--- src/rtl/spi_cfg_reg_ctrl.sv ---
// Commits validated 16-bit SPI write frames into five 8-bit PWM configuration registers.
// Optional SPI_CFG_SYNC_UPDATE_EN: writes go to shadows, outputs reload on pwm_period_start.
module spi_cfg_reg_ctrl #(
   parameter int          MAX_ADDR = 4,
   parameter logic [7:0]  RST_VAL  = 8'h00
) (
   input  logic        clk,
   input  logic        rst_n,
   input  logic        frame_valid,
   input  logic [15:0] frame_data,
   input  logic        pwm_period_start,
   output logic        frame_ready,
   output logic        frame_done,
   output logic        err_pulse,
   output logic        overrun_pulse,
   output logic [7:0]  en_reg_out_7_0,
   output logic [7:0]  en_reg_out_15_8,
   output logic [7:0]  en_reg_pwm_7_0,
   output logic [7:0]  en_reg_pwm_15_8,
   output logic [7:0]  pwm_duty_cycle
);

   localparam int         NREGS = 5;
   localparam logic [6:0] MAX_A = 7'(MAX_ADDR);

   typedef enum logic [1:0] {IDLE, CHECK, COMMIT} state_t;

   state_t      state, state_nxt;
   logic [15:0] hold_p0;
   logic [6:0]  hold_addr;
   logic        hold_wr;
   logic        addr_ok;
   logic        commit;
   logic [7:0]  act_q [NREGS];

   assign hold_addr   = hold_p0[14:8];
   assign hold_wr     = hold_p0[15];
   assign addr_ok     = (hold_addr <= MAX_A);
   assign commit      = (state == COMMIT);
   assign frame_ready = (state == IDLE);

   always_ff @(posedge clk or negedge rst_n) begin
      if (!rst_n) state <= IDLE;
      else        state <= state_nxt;
   end

   always_comb begin
      state_nxt = state;
      case (state)
         IDLE:    if (frame_valid) state_nxt = CHECK;
         CHECK:   state_nxt = (hold_wr && addr_ok) ? COMMIT : IDLE;
         COMMIT:  state_nxt = IDLE;
         default: state_nxt = IDLE;
      endcase
   end

   // Frame hold register: only loaded in IDLE, so overrun frames never disturb it.
   always_ff @(posedge clk) begin
      if (frame_ready && frame_valid) hold_p0 <= frame_data;
   end

   always_ff @(posedge clk or negedge rst_n) begin
      if (!rst_n) begin
         frame_done    <= 1'b0;
         err_pulse     <= 1'b0;
         overrun_pulse <= 1'b0;
      end else begin
         frame_done    <= commit;
         err_pulse     <= (state == CHECK) && hold_wr && !addr_ok;
         overrun_pulse <= frame_valid && !frame_ready;
      end
   end

`ifdef SPI_CFG_SYNC_UPDATE_EN
   logic [7:0] shadow_q [NREGS];

   always_ff @(posedge clk or negedge rst_n) begin
      if (!rst_n) begin
         for (int i = 0; i < NREGS; i++) shadow_q[i] <= RST_VAL;
      end else if (commit) begin
         for (int i = 0; i < NREGS; i++)
            if (hold_addr == 7'(i)) shadow_q[i] <= hold_p0[7:0];
      end
   end

   // Outputs take the pre-write shadow when a commit lands on the same boundary edge.
   always_ff @(posedge clk or negedge rst_n) begin
      if (!rst_n) begin
         for (int i = 0; i < NREGS; i++) act_q[i] <= RST_VAL;
      end else if (pwm_period_start) begin
         for (int i = 0; i < NREGS; i++) act_q[i] <= shadow_q[i];
      end
   end
`else
   logic unused_period_start;
   assign unused_period_start = pwm_period_start;

   always_ff @(posedge clk or negedge rst_n) begin
      if (!rst_n) begin
         for (int i = 0; i < NREGS; i++) act_q[i] <= RST_VAL;
      end else if (commit) begin
         for (int i = 0; i < NREGS; i++)
            if (hold_addr == 7'(i)) act_q[i] <= hold_p0[7:0];
      end
   end
`endif

   assign en_reg_out_7_0  = act_q[0];
   assign en_reg_out_15_8 = act_q[1];
   assign en_reg_pwm_7_0  = act_q[2];
   assign en_reg_pwm_15_8 = act_q[3];
   assign pwm_duty_cycle  = act_q[4];

endmodule

--- config.mk ---
export PLATFORM = sky130hd
export DESIGN_NAME = spi_cfg_reg_ctrl
export DESIGN_NICKNAME = d
export VERILOG_FILES = /design/src/rtl/spi_cfg_reg_ctrl.sv
export SDC_FILE = /design/constraint.sdc
export NUM_CORES = 1
export LEC_CHECK = 0
export CAP_MARGIN = 5
export CORE_MARGIN = 4
export CORE_UTILIZATION = 42
export DETAILED_ROUTE_END_ITERATION = 7
export PLACE_DENSITY = 0.81
export RECOVER_POWER = 100
export SLEW_MARGIN = 20
export SYNTH_ARGS = -nofsm -noshare
export SYNTH_HDL_FRONTEND = slang
export SYNTH_SLANG_ARGS = --single-unit
--- constraint.sdc ---
create_clock -name clk -period 1.7 [get_ports clk]
set_input_delay 0.34 -clock clk [delete_from_list [all_inputs] [get_ports clk]]
set_output_delay 0.34 -clock clk [all_outputs]
set_load 0.02 [all_outputs]
=== After elaboration in Yosys (flattened, before gate mapping) ===
Index checks and enable logic that the tools add are counted.

* Reductions and logical operators: 14
* $add $sub $neg: 0
* Bitwise operators: 0
* $mul: 0
* Div/mod/pow operators: 0
* Muxes and demuxes: 3
* Shift-type cells: 0
* Order comparisons: 1
* Equal/unequal tests: 7

{| class="wikitable"
|+ Operators by type and width
! kind !! number
|-
| $eq A7 B2 Y1 const B || 2
|-
| $reduce_and A2 Y1 || 5
|-
| $eq A7 B1 Y1 const B || 1
|-
| $eq A7 B3 Y1 const B || 1
|-
| $le A7 B3 Y1 const B || 1
|-
| $logic_not A7 Y1 || 1
|-
| $logic_and A1 B1 Y1 || 5
|-
| $mux W2 || 2
|-
| $pmux W2 S2 || 1
|-
| $eq A2 B1 Y1 const B || 1
|-
| $eq A2 B2 Y1 const B || 1
|-
| $logic_not A1 Y1 || 2
|-
| $logic_not A2 Y1 || 1
|-
| $ne A2 B2 Y1 const B || 1
|}

* Register bits after elaboration: 61
* Word-level logic and storage cells: 35
* Bits in read-only memories: 0
* RAM bits: 0
* Memories: 0
* Output and inout bits: 44
* Bits in latches: 0

=== Depth between registers and ports, before layout ===
Gate-level depths: netlist (run 1).

* Depth after elaboration: 4
* Gate-level depth with buffers: 4

=== Least setup slack after synthesis (run 1) ===
Ideal clock, no wire load.

* Path kind: reg2reg
* Start point: reg hold_p0[11]
* End point: reg act_q, in the netlist en_reg_pwm_15_8[0]
* Data required time: 1.575 ns
* Setup time: 0.125 ns
* Stages on the path, launching flop included: 5
* Period minus slack after synthesis: 1.707 ns
* Buffers on the path: 1
* Arrival time: 1.582 ns
* Slack: -0.007 ns
* Cells stage by stage: edfxtp_1 nor4_4 and4_2 buf_6 mux2_2

* Cells in the longest elaborated chain, start to end: 2

{| class="wikitable"
|+ Ends and longest elaborated chain
! element !! line !! text
|-
| start, declared || 29 || <nowiki>logic [15:0] hold_p0;</nowiki>
|-
| start signal, assigned || 59 || <nowiki>if (frame_ready && frame_valid) hold_p0 <= frame_data;</nowiki>
|-
| $eq A7 B2 Y1 || 103 || <nowiki>if (hold_addr == 7'(i)) act_q[i] <= hold_p0[7:0];</nowiki>
|-
| $reduce_and A2 Y1 (no source line) || - ||
|-
| end signal, assigned by index || 103 ||
|-
| end, declared || 34 || <nowiki>logic [7:0] act_q [NREGS];</nowiki>
|}

Every way passes these cells.
A chain may end at the register's enable or synchronous reset.

=== Final worst setup path (run 1) ===
* Start point: reg hold_p0[14]
* End point: reg act_q, in the netlist en_reg_pwm_7_0[7]

The elaborated chain is that of the path after synthesis.

==> metrics.md, run 1 <==
| Metric | Value |
|---|---|
| Hold path depth | `1` |
| Placed Area | `2990 um^2` |
| Critical Path AT | `1.91 ns` |
| Height of the chip | `80.7 um` |
| Critical Path Source Type | `flip-flop` |
| Share of layout cells above drive strength 1 | `35.1%` |
| DR WL/cell | `18.1 um` |
| Post-synth top area share | `50.7%` |
| Pins over their slew limit | `0` |
| Largest net degree at the start of global routing | `46` |
| Remaining Overflow, GRT | `0` |
| Overall power | `2.96 mW` |
| LEAKAGE | `1.53 nW` |
| Starting Density | `43.5%` |
| RSZ-0062 raised after global routing | `yes` |
| Area grow syn2layout | `48.8%` |
| Clock H-tree levels | `3` |
| Routed via count | `1,385` |
| CP max FO | `5` |
| IO Port Bufs | `62` |
| Pwr/cell area | `896 nW/um^2` |
| DRC Markers | `0` |
| CP Cell Sequence | `nor4_4, buf_4, buf_6, nand4b_4, buf_6, mux2_2` |
| Vias in the first global route | `1,508` |
| Register bit count reported by yosys | `61` |
| Worst Slack Setup Final | `-0.00330 ns` |
| Final core occ | `64.7%` |
| Top cells by count, synth | `dfrtp_1, mux2_2, edfxtp_1` |
| Yosys top cell by area | `dfrtp_1` |
| TritonCTS Buffers | `9` |
| Hold/Removal Path Class | `flip-flop to flip-flop` |
| Core Area | `5110 um^2` |
| Die Width | `80.7 um` |
| TritonCTS Sinks | `61` |
| Ys Warns | `0` |
| Detailed Place HPWL | `3.58 mm` |
| Maxcap violations | `0` |
| DIE AREA | `6520 um^2` |
| Fmax | `587 MHz` |
| Total track usage | `17.0%` |
| Most instantiated library cell after synthesis | `dfrtp_1` |
| CTS tree | `built` |
| Worst IR Drop VDD | `0.630 mV` |
| Synth Flop Type | `dfrtp_1` |
| Clock Pin Slew Worst Setup and Hold Paths | `0.06 ns` |
| Worst-Skew Late Latency | `0.33 ns` |
| Nets | `226` |
| Slew HR | `36.1%` |
| Syn Inst Count | `120` |
| Ys async rst share | `73.8%` |
| Finished Cell Area | `3310 um^2` |
| Via density | `4.93` |
| # setup viols final | `2` |
| Outcome | `finished, violations left` |
| First-pass GRT wire length | `7.78 mm` |
| Sequential element share of the synthesized area | `72.3%` |
| CTS root buffer | `clkbuf_8` |
| EDFF count, synth | `16` |
| Reg2reg path depth | `6` |
| Period utilisation layout | `100%` |
| Worst Path Class, Setup | `flip-flop to flip-flop` |
| Crit-path slowest cell | `edfxtp_1` |
| Initial antenna violation count | `0` |
| Avg Synthesized Cell Area | `18.5 um^2` |
| Post-Syn Nets | `140` |
| CP required | `1.91 ns` |
| Starting DRC count in detailed routing | `56` |
| Final Wtd Congestion | `0.677` |
| Critical Path Max Stage Delay | `0.41 ns` |
| Top post-synthesis cells by area | `dfrtp_1, edfxtp_1, mux2_2, nand4b_2, nor4_4` |
| Worst Max-Slew Pin Slew | `0.959 ns` |
| Worst hold slack | `0.504 ns` |
| CP Capture Type | `flip-flop` |
| Synth unique cells | `17` |
| DRT Pass-1 Iters | `4` |
| Ant diodes | `0` |
| CP most frequent cell | `buf_6` |
| Clock buffer depth | `2` |
| Synthesized cell area | `2220 um^2` |
| Top Ports | `64` |
| Row cnt | `26` |
| Routed wire length | `5.08 mm` |
| Final-report hold violation count | `0` |
| Worst clock skew | `0.00540 ns` |
| Failing checks | `setup timing` |
| ANT nets after route | `0` |
| Minimum clock period | `1.70 ns` |
-- cell usage in the layout (no fill, tap or decap) --
master           synthesis  final
clkbuf_2                 0      1
clkdlybuf4s50_1          0     42
buf_4                    0      7
clkbuf_8                 0     11
bufinv_16                0      1
buf_12                   0      1
buf_6                    1      4
and2_0                   0      1
buf_2                    0      2
edfxtp_1                16     16
mux2_2                  40     31
nand4b_4                 0      2
o21ai_0                  1      1
nand4_4                  0      1
nand3_4                  0      1
dlygate4sd2_1            0      1
nor4_4                   1      1
dlygate4sd3_1            0     17
nor2b_1                  2      2
mux2_4                   0      9
nor3b_4                  0      1
and4_4                   0      1
clkbuf_1                 0      5
and2_1                   2      1
dfrtp_1                 45     45
nor2_1                   3      3
nand3b_1                 1      1
nand2_1                  1      1
a21oi_1                  1      1
-- registers in the layout (all words and copies together) (netlist names) --
| signal | count |
|---|---|
| en_reg_out_7_0 | 8 |
| en_reg_pwm_15_8 | 8 |
| frame_done | 1 |
| hold_p0 | 16 |
| state | 2 |
| en_reg_out_15_8 | 8 |
| overrun_pulse | 1 |
| en_reg_pwm_7_0 | 8 |
| err_pulse | 1 |
| pwm_duty_cycle | 8 |
-- routing by layer --
layer	wire, um	track usage [%]
met1	1900	18.2
met2	2880	31.1
met4	85	8.11
met3	214	4.43
met5	0	0
-- timing repair --
| item | 4_1_cts | 5_1_grt |
|---|---|---|
| hold buffers | 1 | 0 |
| setup buffers | 3 | 3 |
| setup endpoints to repair | 30 | 42 |
| pin swaps | 1 | 3 |
| gates resized for setup | 9 | 14 |
| endpoints found under the hold margin | 45 | 0 |
-- power by group --
| group | total, mW | internal (mW) | switching (mW) |
|---|---|---|---|
| registers | 1.57 | 1.54 | 0.0282 |
| logic | 0.123 | 0.0612 | 0.0615 |
| clock network | 1.27 | 0.761 | 0.510 |
-- cells by family (layout without fill, tap and decap cells) --
family / count (synthesis) / in the layout / share of synthesized area (%)
simple gates: 16 / 16 / 6.47
compound gates: 2 / 2 / 0.450
mux: 40 / 40 / 20.3
flops: 61 / 61 / 72.3
buf+inv: 1 / 92 / 0.507
-- path summary, 6_finish.rpt --
kind                                               start                        endpoint  slack, ns
min reg2reg                en_reg_out_7_0[0]$_DFFE_PN0P_   en_reg_out_7_0[0]$_DFFE_PN0P_       0.50
min in group asynchronous                          rst_n  en_reg_out_15_8[6]$_DFFE_PN0P_       0.80
max in group asynchronous                          rst_n   en_reg_out_7_0[1]$_DFFE_PN0P_       0.30
max reg2reg                        hold_p0[14]$_DFFE_PP_   en_reg_pwm_7_0[7]$_DFFE_PN0P_     -0.003
max                                hold_p0[14]$_DFFE_PP_   en_reg_pwm_7_0[7]$_DFFE_PN0P_     -0.003
min                        en_reg_out_7_0[0]$_DFFE_PN0P_   en_reg_out_7_0[0]$_DFFE_PN0P_       0.50
-- layout make-up --
cell class              instances  area (um^2)
fillers                       385         1800
well taps                      70         87.6
flip-flops and latches         61         1610
clock buffers                  15          166
repair buffers                 76          736
clock inverters                 1         30.0
multi-input cells              58          679
-- worst max-delay path, delay by kind of cell (launching register included) --
kind,cells,cell delay (ns)
simple gates,2,0.47
buf+inv,3,0.43
flops,1,0.41
mux,1,0.27
-- stage by stage --
| step | TNS (ns) | worst slack (ns) | std cells |
|---|---|---|---|
| after global placement | -0.983 | -0.0748 | 258 |
| after global routing | -1.71 | -0.0988 | 281 |
| after floorplan | -0.0315 | -0.00394 | 120 |
| after detailed placement | -2.09 | -0.140 | 258 |
| final | -0.00528 | -0.00330 | 281 |
| after CTS | -0.605 | -0.0570 | 278 |
(Power assumes the default switching activity.)
==> inputs of run 2 (changes only) <==
--- a/config.mk
+++ b/config.mk
@@ -11,7 +11,7 @@
 export DETAILED_ROUTE_END_ITERATION = 7
 export PLACE_DENSITY = 0.81
 export RECOVER_POWER = 100
-export SLEW_MARGIN = 20
+export SLEW_MARGIN = 10
 export SYNTH_ARGS = -nofsm -noshare
 export SYNTH_HDL_FRONTEND = slang
 export SYNTH_SLANG_ARGS = --single-unit
==> results of run 2 <==
Final layout, timing and power as in run 1 (identical DEF).
